<file path="src/rtl/setting_entry_pkg.sv">
// Shared definitions for the setting_entry operator-input stage:
// FSM state encoding, display digit positions and button indices.
package setting_entry_pkg;

   // Edit-FSM states; the EDIT_x states are contiguous so "next" is +1.
   typedef logic [2:0] state_t;
   localparam state_t EDIT_P2 = 3'd0;
   localparam state_t EDIT_P1 = 3'd1;
   localparam state_t EDIT_P0 = 3'd2;
   localparam state_t EDIT_B1 = 3'd3;
   localparam state_t EDIT_B0 = 3'd4;
   localparam state_t CONFIRM = 3'd5;
   localparam state_t LOCKED  = 3'd6;

   // Digit positions in the packed display vector (index 4 = MSB nibble).
   localparam int NUM_DIGITS = 5;
   localparam int DIGIT_P2   = 4;
   localparam int DIGIT_P1   = 3;
   localparam int DIGIT_P0   = 2;
   localparam int DIGIT_B1   = 1;
   localparam int DIGIT_B0   = 0;

   // Button lanes feeding the debouncer array.
   localparam int NUM_BTNS = 3;
   localparam int BTN_INC  = 0;
   localparam int BTN_NEXT = 1;
   localparam int BTN_CLR  = 2;

   localparam int DEF_DEBOUNCE_CYCLES = 20;

endpackage

</file>
<file path="src/rtl/setting_entry_btn_debounce.sv">
// One front-panel button: 2-flop synchroniser, stability counter and
// rising-edge pulse on the accepted level.
module btn_debounce #(
   parameter int DEBOUNCE_CYCLES = 20,
   parameter int CNT_W           = 5
) (
   input  logic clk_1khz,
   input  logic rst_n,
   input  logic btn_raw,
   output logic btn_rise
);

   logic [1:0]       sync;
   logic [CNT_W-1:0] cnt;
   logic             level;
   logic             level_q;

   // Bring the asynchronous button into the clock domain.
   always_ff @(posedge clk_1khz or negedge rst_n) begin
      if (!rst_n) sync <= '0;
      else        sync <= {sync[0], btn_raw};
   end

   // Accept a new level only after DEBOUNCE_CYCLES consecutive differing samples.
   always_ff @(posedge clk_1khz or negedge rst_n) begin
      if (!rst_n) begin
         cnt   <= '0;
         level <= 1'b0;
      end else if (sync[1] != level) begin
         if (cnt == CNT_W'(DEBOUNCE_CYCLES - 1)) begin
            level <= sync[1];
            cnt   <= '0;
         end else begin
            cnt <= cnt + 1'b1;
         end
      end else begin
         cnt <= '0;
      end
   end

   // Delayed level for edge detection.
   always_ff @(posedge clk_1khz or negedge rst_n) begin
      if (!rst_n) level_q <= 1'b0;
      else        level_q <= level;
   end

   assign btn_rise = level & ~level_q;

endmodule

</file>
<file path="src/rtl/setting_entry.sv">
// Operator setting entry: debounced buttons edit 3 BCD pill digits and
// 2 BCD bottle digits; a confirmed non-zero setting is latched as binary
// targets together with a one-cycle start strobe.
module setting_entry
   import setting_entry_pkg::*;
#(
   parameter int DEBOUNCE_CYCLES = DEF_DEBOUNCE_CYCLES,
   parameter int CNT_W           = 5
) (
   input  logic        clk_1khz,
   input  logic        rst_n,
   input  logic        btn_inc,
   input  logic        btn_next,
   input  logic        btn_clr,
   output logic [9:0]  target_pills,
   output logic [6:0]  target_bottles,
   output logic        start_pulse,
   output logic        reject_pulse,
   output logic        locked,
   output logic [19:0] disp_digits,
   output logic [4:0]  flicker_mask
);

   logic [NUM_BTNS-1:0]        btn_raw;
   logic [NUM_BTNS-1:0]        btn_rise;
   logic [NUM_DIGITS-1:0][3:0] digits;
   state_t                     state;
   logic                       ev_inc, ev_next, ev_clr;
   logic                       in_edit;
   logic [2:0]                 sel_idx;
   logic [9:0]                 pills_bin;
   logic [6:0]                 bottles_bin;
   logic                       setting_ok;

   assign btn_raw = {btn_clr, btn_next, btn_inc};

   for (genvar g = 0; g < NUM_BTNS; g++) begin : g_db
      btn_debounce #(
         .DEBOUNCE_CYCLES (DEBOUNCE_CYCLES),
         .CNT_W           (CNT_W)
      ) u_db (
         .clk_1khz (clk_1khz),
         .rst_n    (rst_n),
         .btn_raw  (btn_raw[g]),
         .btn_rise (btn_rise[g])
      );
   end

   // Coincident events: clr wins over next, next wins over inc.
   assign ev_clr  = btn_rise[BTN_CLR];
   assign ev_next = btn_rise[BTN_NEXT] & ~ev_clr;
   assign ev_inc  = btn_rise[BTN_INC] & ~btn_rise[BTN_NEXT] & ~ev_clr;

   // EDIT_P2..EDIT_B0 map onto digit indices 4..0.
   assign in_edit = (state < CONFIRM);
   assign sel_idx = 3'(DIGIT_P2) - state;

   // BCD to binary by shift-add: x100 = x64+x32+x4, x10 = x8+x2.
   assign pills_bin = {digits[DIGIT_P2], 6'b0}
                    + {1'b0, digits[DIGIT_P2], 5'b0}
                    + {4'b0, digits[DIGIT_P2], 2'b0}
                    + {3'b0, digits[DIGIT_P1], 3'b0}
                    + {5'b0, digits[DIGIT_P1], 1'b0}
                    + {6'b0, digits[DIGIT_P0]};
   assign bottles_bin = {digits[DIGIT_B1], 3'b0}
                      + {2'b0, digits[DIGIT_B1], 1'b0}
                      + {3'b0, digits[DIGIT_B0]};

   // Both the pill and the bottle setting must be non-zero to start.
   assign setting_ok = (|digits[DIGIT_P2:DIGIT_P0]) & (|digits[DIGIT_B1:DIGIT_B0]);

   // Edit FSM, digit registers, committed targets and strobes.
   always_ff @(posedge clk_1khz or negedge rst_n) begin
      if (!rst_n) begin
         state          <= EDIT_P2;
         digits         <= '0;
         target_pills   <= '0;
         target_bottles <= '0;
         start_pulse    <= 1'b0;
         reject_pulse   <= 1'b0;
      end else begin
         start_pulse  <= 1'b0;
         reject_pulse <= 1'b0;
         if (ev_clr) begin
            // Unlocking keeps the committed digits so they can be re-confirmed.
            state <= EDIT_P2;
            if (state != LOCKED) digits <= '0;
         end else if (ev_next) begin
            case (state)
               CONFIRM: begin
                  if (setting_ok) begin
                     target_pills   <= pills_bin;
                     target_bottles <= bottles_bin;
                     state          <= LOCKED;
                     start_pulse    <= 1'b1;
                  end else begin
                     state        <= EDIT_P2;
                     reject_pulse <= 1'b1;
                  end
               end
               LOCKED:  ;
               default: state <= state + 3'd1;
            endcase
         end else if (ev_inc && in_edit) begin
            digits[sel_idx] <= (digits[sel_idx] == 4'd9) ? 4'd0 : digits[sel_idx] + 4'd1;
         end
      end
   end

   // Display blink mask follows the selected digit.
   always_comb begin
      flicker_mask = '0;
      if (in_edit)               flicker_mask[sel_idx] = 1'b1;
      else if (state == CONFIRM) flicker_mask = '1;
   end

   assign locked      = (state == LOCKED);
   assign disp_digits = digits;

endmodule
</file>
<file path="config.mk">
export PLATFORM = sky130hd
export DESIGN_NAME = setting_entry
export DESIGN_NICKNAME = d
export VERILOG_FILES = /design/src/rtl/setting_entry_pkg.sv /design/src/rtl/setting_entry_btn_debounce.sv /design/src/rtl/setting_entry.sv
export SDC_FILE = /design/constraint.sdc
export NUM_CORES = 1
export LEC_CHECK = 0
export BUFFER_PORTS_ARGS = -buffer_cell sky130_fd_sc_hd__buf_2
export CORE_MARGIN = 3
export CORE_UTILIZATION = 50
export CTS_CLUSTER_SIZE = 24
export DETAILED_ROUTE_END_ITERATION = 7
export MAX_ROUTING_LAYER = met4
export PLACE_DENSITY = 0.74
export SETUP_SLACK_MARGIN = 0.2
export SYNTH_ARGS = -nofsm -noshare
export SYNTH_HDL_FRONTEND = slang
export SYNTH_SLANG_ARGS = --single-unit
</file>
<file path="constraint.sdc">
create_clock -name clk_1khz -period 4.8 [get_ports clk_1khz]
set_input_delay 0.24 -clock clk_1khz [delete_from_list [all_inputs] [get_ports clk_1khz]]
set_output_delay 0.24 -clock clk_1khz [all_outputs]
set_load 0.1 [all_outputs]
</file>
---- Word-level counts from Yosys, hierarchy flattened ----
Index checks and enable logic that the tools add are counted.
word-level totals
  register bits after elaboration ......... 69
  bits in latches ......................... 0
  bits in writable memories ............... 0
  bits in read-only memories .............. 0
  output and inout bits ................... 45
  memories ................................ 0
operators by class
  add/sub/neg operators ................... 13
  multiply operators ...................... 0
  divide/modulo/power cells ............... 0
  order comparisons ....................... 3
  equal/unequal tests ..................... 13
  shifts and indexed selects .............. 0
  multiplexer cells ....................... 32
  bitwise operators ....................... 12
  reductions and logical operators ........ 12
operators by type and width
  cell                   count
  $mux W20               4
  $mux W5                8
  $bwmux W20             1
  $add A5 B1 Y5 const B  3
  $eq A5 B5 Y1 const B   3
  $bmux W4 S3            1
  $demux W4 S3           1
  $mux W4                3
  $reduce_or A12 Y1      1
  $add A10 B4 Y10        1
  $add A10 B5 Y10        1
  $add A10 B6 Y10        1
  $add A10 B7 Y10        1
  $add A10 B9 Y10        1
  $mux W1                9
  $mux W3                3
  $reduce_and A2 Y1      4
  $reduce_or A8 Y1       1
  $add A7 B4 Y7          1
  $add A7 B5 Y7          1
  $and A1 B1 Y1          7
  $eq A3 B3 Y1 const B   2
  $ne A2 B1 Y1 const B   3
  $pmux W3 S2            1
  other kinds (15)       23

---- Longest topological paths before layout ----
  depth in word-level cells ............... 9
  gate-level depth with buffers ........... 12

---- Cells and area by module ----
From an unflattened synthesis, not the netlist that was laid out.
second synthesis, totals
  cell total of the unflattened synthesis .. 384
  area, all modules ....................... 3918.8 µm²
modules (own cells, without submodules)
  module         instances  cells each  area an instance (µm²)  seq. area each (µm²)
  setting_entry  1          306         2856.5                  1051.0
  btn_debounce   3          26          354.1                   225.2

---- Least setup slack after synthesis ----
OpenSTA, ideal clock, no wires.
  kind .................................... reg-to-output
  start point ............................. register state[2]
  end point ............................... output port flicker_mask[2]
  arrival ................................. 4.833 ns
  path slack .............................. -0.273 ns
  stages on the path, launching flop included .. 6
  buffers on the path ..................... 2
  cell sequence ........................... dfrtp_1 buf_2 buf_1 nor2b_1 a21oi_1 o32ai_1
between the ends
  cells in the longest elaborated chain, start to end .. 6
  elaborated cells on any way between the ends .. 10
ends and longest elaborated chain
  element                                                                    RTL line              RTL
  from (decl)                                                                setting_entry.sv:27   state_t state;
  from (signal assigned)                                                     setting_entry.sv:102  default: state <= state + 3'd1;
  $sub A3 B3 Y3                                                              setting_entry.sv:56   assign sel_idx = 3'(DIGIT_P2) - state;
  $lt A3 B4 Y1 (not written as such) / $ge A3 B1 Y1 (equally long branches)  setting_entry.sv:113  if (in_edit) flicker_mask[sel_idx] = 1'b1;
  $logic_and A1 B1 Y1 (not written as such)                                  setting_entry.sv:113
  $mux W1 (not written as such)                                              setting_entry.sv:113
  $demux W1 S3                                                               setting_entry.sv:113
  $mux W5 *                                                                  setting_entry.sv:113
  to (decl)                                                                  setting_entry.sv:21   output logic [4:0] flicker_mask
Every way passes the cells marked *; elsewhere a longest branch is shown, timed or not.

---- Final worst setup path ----
  start point ............................. register state[0]
  end point ............................... register digits (netlist bit disp_digits[6])
between the ends
  cells in the longest elaborated chain, start to end .. 9
  elaborated cells on any way between the ends .. 21
ends and longest elaborated chain
  element                                                                      RTL line              RTL
  $sub A3 B3 Y3                                                                setting_entry.sv:56
  $bmux W4 S3 (tied with other cells)                                          setting_entry.sv:105  digits[sel_idx] <= (digits[sel_idx] == 4'd9) ? 4'd0 : digits[sel_idx] + 4'd1;
  $mux W4 (not written as such) / $logic_and A1 B1 Y1 (equally long branches)  setting_entry.sv:105
  $add A4 B1 Y4 (tied with other cells)                                        setting_entry.sv:105
  $mux W4 / $demux W4 S3 (equally long branches)                               setting_entry.sv:105
  $bwmux W20                                                                   setting_entry.sv:105
  $mux W20                                                                     setting_entry.sv:104  end else if (ev_inc && in_edit) begin
  $mux W20                                                                     setting_entry.sv:88   end else if (ev_next) begin
  $mux W20                                                                     setting_entry.sv:84   if (ev_clr) begin
  to (signal, indexed assignment)                                              setting_entry.sv:105
  to (decl)                                                                    setting_entry.sv:26   logic [NUM_DIGITS-1:0][3:0] digits;
Parallel ways exist; a longest one is shown, timed or not. The select of a mux whose other input is x is not followed.
A chain may end at the register's enable or synchronous reset.

==> metrics.md <==
| Metric | Value |
|---|---|
| Asr flop ratio synth | `100%` |
| Critical Path Most Common Cell | `ha_1` |
| Setup Viol. Count Final | `0` |
| Clk slew on worst S/H paths | `0.08 ns` |
| Pwr Total | `0.00112 W` |
| Slew HR | `43.3%` |
| GR Overflow Total | `0` |
| Crit path max-delay family | `flip-flops` |
| Largest family of logic cells by synthesized area | `adder cells` |
| Buf/Inv on CP | `1` |
| Post-synthesis sequential element count | `69` |
| Die width | `95.5 microns` |
| Outcome | `complete, no violations` |
| Rows | `32` |
| Routability cong. | `0.963` |
| Layout Nets | `459` |
| GR Util met1 | `25.0%` |
| Antenna diode instance count | `0` |
| # clock sinks | `69` |
| Final wirelength | `7920 microns` |
| P_leak | `2.35 nW` |
| Initial antenna violation count | `0` |
| Yosys cell types | `49` |
| Vias in the first global route | `2708` |
| Top Usage Layer GRT | `met2` |
| Max Cap Viol | `0` |
| Fin area | `4560 sq um` |
| Gr usage total | `19.3%` |
| Synth area leaders | `dfrtp_1 43%, ha_1 10%, mux2_2 7.3%` |
| Clock buffer depth | `2` |
| Max Clk Rate | `288 MHz` |
| Seq pwr share | `53.3%` |
| Post-Synth Adder-Cell Area | `14.5%` |
| Core area | `7770 sq um` |
| Worst setup path startpoint | `state[0]` |
| Clk network pwr share | `43.9%` |
| Worst-Margin Slew | `0.851 ns` |
| CP Max Fanout | `18` |
| Mux share of post-synthesis cell area | `8.81%` |
| Share of cells above drive strength 1 | `26.1%` |
| Number of port buffers | `49` |
| Post-Place Cell Area | `4320 sq um` |
| Post-synth net total | `407` |
| Final period util | `72.5%` |
| Slew Limit Fails | `0` |
| Area Growth Syn to Fin | `13.8%` |
| Post-route insts no fill | `520` |
| Max rail drop VDD | `143 uV` |
| DR vias | `2837` |
| P_sw | `0.000248 W` |
| TritonCTS Buffers | `9` |
| Post-DRT Antenna Nets | `0` |
| Comb pwr share | `2.8%` |
| Avg Inst Size Synth | `11.1 sq um` |
| Most frequent cells in the layout | `69 x dfrtp_1, 49 x buf_2, 32 x ha_1` |
| GR Layer Usage met3 | `3.79%` |
| Nature of the critical path endpoint | `flop` |
| Simple-Gate Fraction of Synth Area | `11.3%` |
| Fin. Hold Viols | `0` |
| CP required | `5.02 ns` |
| First-pass GRT wire length | `13100 microns` |
| Yosys warning total | `0` |
| Synth Instances | `361` |
| First DRT Iteration DRCs | `90` |
| Met2 Use GR | `29.1%` |
| Most common cell after layout, fill and taps aside | `dfrtp_1` |
| Worst setup SP type | `flop` |
| Post-synthesis instance area | `4010 sq um` |
| # resized after CTS | `0` |
| Worst path cell trace | `inv_1 -> ha_1 -> xnor2_4 -> nand3_1 -> o221ai_1 -> ha_1 -> a21oi_1 -> mux2i_1 -> o21ai_1` |
| Post-synth EDFFs | `0` |
| Die H | `95.5 microns` |
| Synth Area in Compound Gates | `13.3%` |
| FF-to-FF Start | `state[0]` |
| Worst path arrival time | `3.70 ns` |
| DR WL/cell | `15.2 microns` |
| Clk_lat worst skew | `0.35 ns` |
| Number of remaining DRC errors | `0` |
| Unrepaired setup endpoints after global routing | `no` |
| Crit-path max cell delay | `0.80 ns` |
| Dpl cells | `501` |
| Slowest cell on the critical path | `dfrtp_1` |
| DP Wirelength | `5920 microns` |
| Tmin final | `3.48 ns` |
| CP Class | `reg -> reg` |
| Full die area | `9120 sq um` |
| Initial Util | `51.6%` |
| Most used DFF post-synth | `dfrtp_1` |
| # IOs | `50` |
| Root buffer selected by CTS | `clkbuf_8` |
| Synth Area in XOR/XNOR | `4.62%` |
| Most area-hungry cell type in the Yosys netlist | `dfrtp_1` |
| Post-synthesis sequential area ratio | `43.1%` |
| Via density | `5.46` |
| P per Cell Area | `245 nW/um^2` |
| Worst Skew | `0.00828 ns` |
| Largest net degree at the start of global routing | `70` |
| CTS H-tree depth | `3` |
| CTS tree | `yes` |
| Switching share of power | `22.2%` |
| Pre-antenna DRT Iters | `4` |
| Worst hold path type | `in -> async` |
| Area share of the largest cell type after synthesis | `43.1%` |
| Final Core Density | `58.7%` |
| Setup TNS | `0 ns` |
| Int Pwr | `0.000870 W` |
## cell type report
cell class	count	area (sq um)
tap	102	128
fill	671	3210
clock buffer	11	151
timing repair buffer	53	283
clock inverter	5	57.6
inverter	27	101
multi-input combinational	253	2110
sequential	69	1730
## what timing repair did
item | CTS | global route
setup buffers | 0 | 0
endpoints found under the setup margin | 0 | 0
hold buffers | 3 | 0
hold endpoints to repair | 3 | 0
## synth_stat cells (all sizes together) (3+ instances only)
master	number
a21o	5
a21oi	14
a22o	10
a22oi	3
buf	9
clkbuf	3
dfrtp	69
fa	9
ha	32
inv	27
mux2	26
mux2i	6
nand2	27
nand2b	3
nand3	9
nor2	22
nor2b	8
nor3	7
nor3b	3
nor4	5
o21ai	23
xnor2	12
xor2	7
## worst reg2reg max path, cell delays in order, from the launching register on
cell and delay, ns:
dfrtp_1 0.80, inv_1 0.23, ha_1 0.37, xnor2_4 0.33, nand3_1 0.18, o221ai_1 0.49
ha_1 0.35, a21oi_1 0.10, mux2i_1 0.41, o21ai_1 0.11
## final timing paths
check	to	slack (ns)	cells after the start
max	disp_digits[6]	1.32	9
min	target_pills[6]	0.08	2
max reg2reg	disp_digits[6]	1.32	9
min reg2reg	g_db[1].u_db.sync[1]	0.35	0
max in group asynchronous	state[1]	4.16	2
min in group clk_1khz	g_db[1].u_db.sync[1]	0.35	0
## stage by stage
step                      worst slack (ns)  hold WS (ns)
after floorplan                      0.699       -0.0556
after detailed placement              1.40         0.336
after CTS                             1.37         0.109
final                                 1.32        0.0766
after global placement                1.50         0.335
after global routing                  1.09         0.152
## routing by layer
metal	share of wire (%)	vias up	wire (microns)
li1	-	1374	-
met1	47	1364	3700
met2	46	80	3620
met3	4.9	19	391
met4	2.6	0	208
met5	0	-	0
## flip-flops by register name (all words and copies together), names as in the netlist
| register | count |
|---|---|
| reject_pulse | 1 |
| g_db.u_db.cnt | 15 |
| g_db.u_db.level_q | 3 |
| start_pulse | 1 |
| state | 3 |
| disp_digits | 20 |
| g_db.u_db.level | 3 |
| g_db.u_db.sync | 6 |
| target_bottles | 7 |
| target_pills | 10 |
## power by group through the flow
stage	Sequential [W]	Clock, W	Combinational, W
floorplan	0.000606	0	0.0000145
global placement	0.000606	0	0.0000296
detailed placement	0.000607	0	0.0000309
CTS	0.000596	0.000508	0.0000328
global route	0.000596	0.000533	0.0000370
finish	0.000596	0.000491	0.0000313
## kinds of logic after synthesis
logic type,Yosys count
buffers and inverters,39
AND/OR/NAND/NOR,91
flip-flops,69
XOR/XNOR,19
multiplexers,32
adder cells (fa/ha/maj),41
AO/OA/AOI/OAI,70
(Power assumes the default switching activity.)
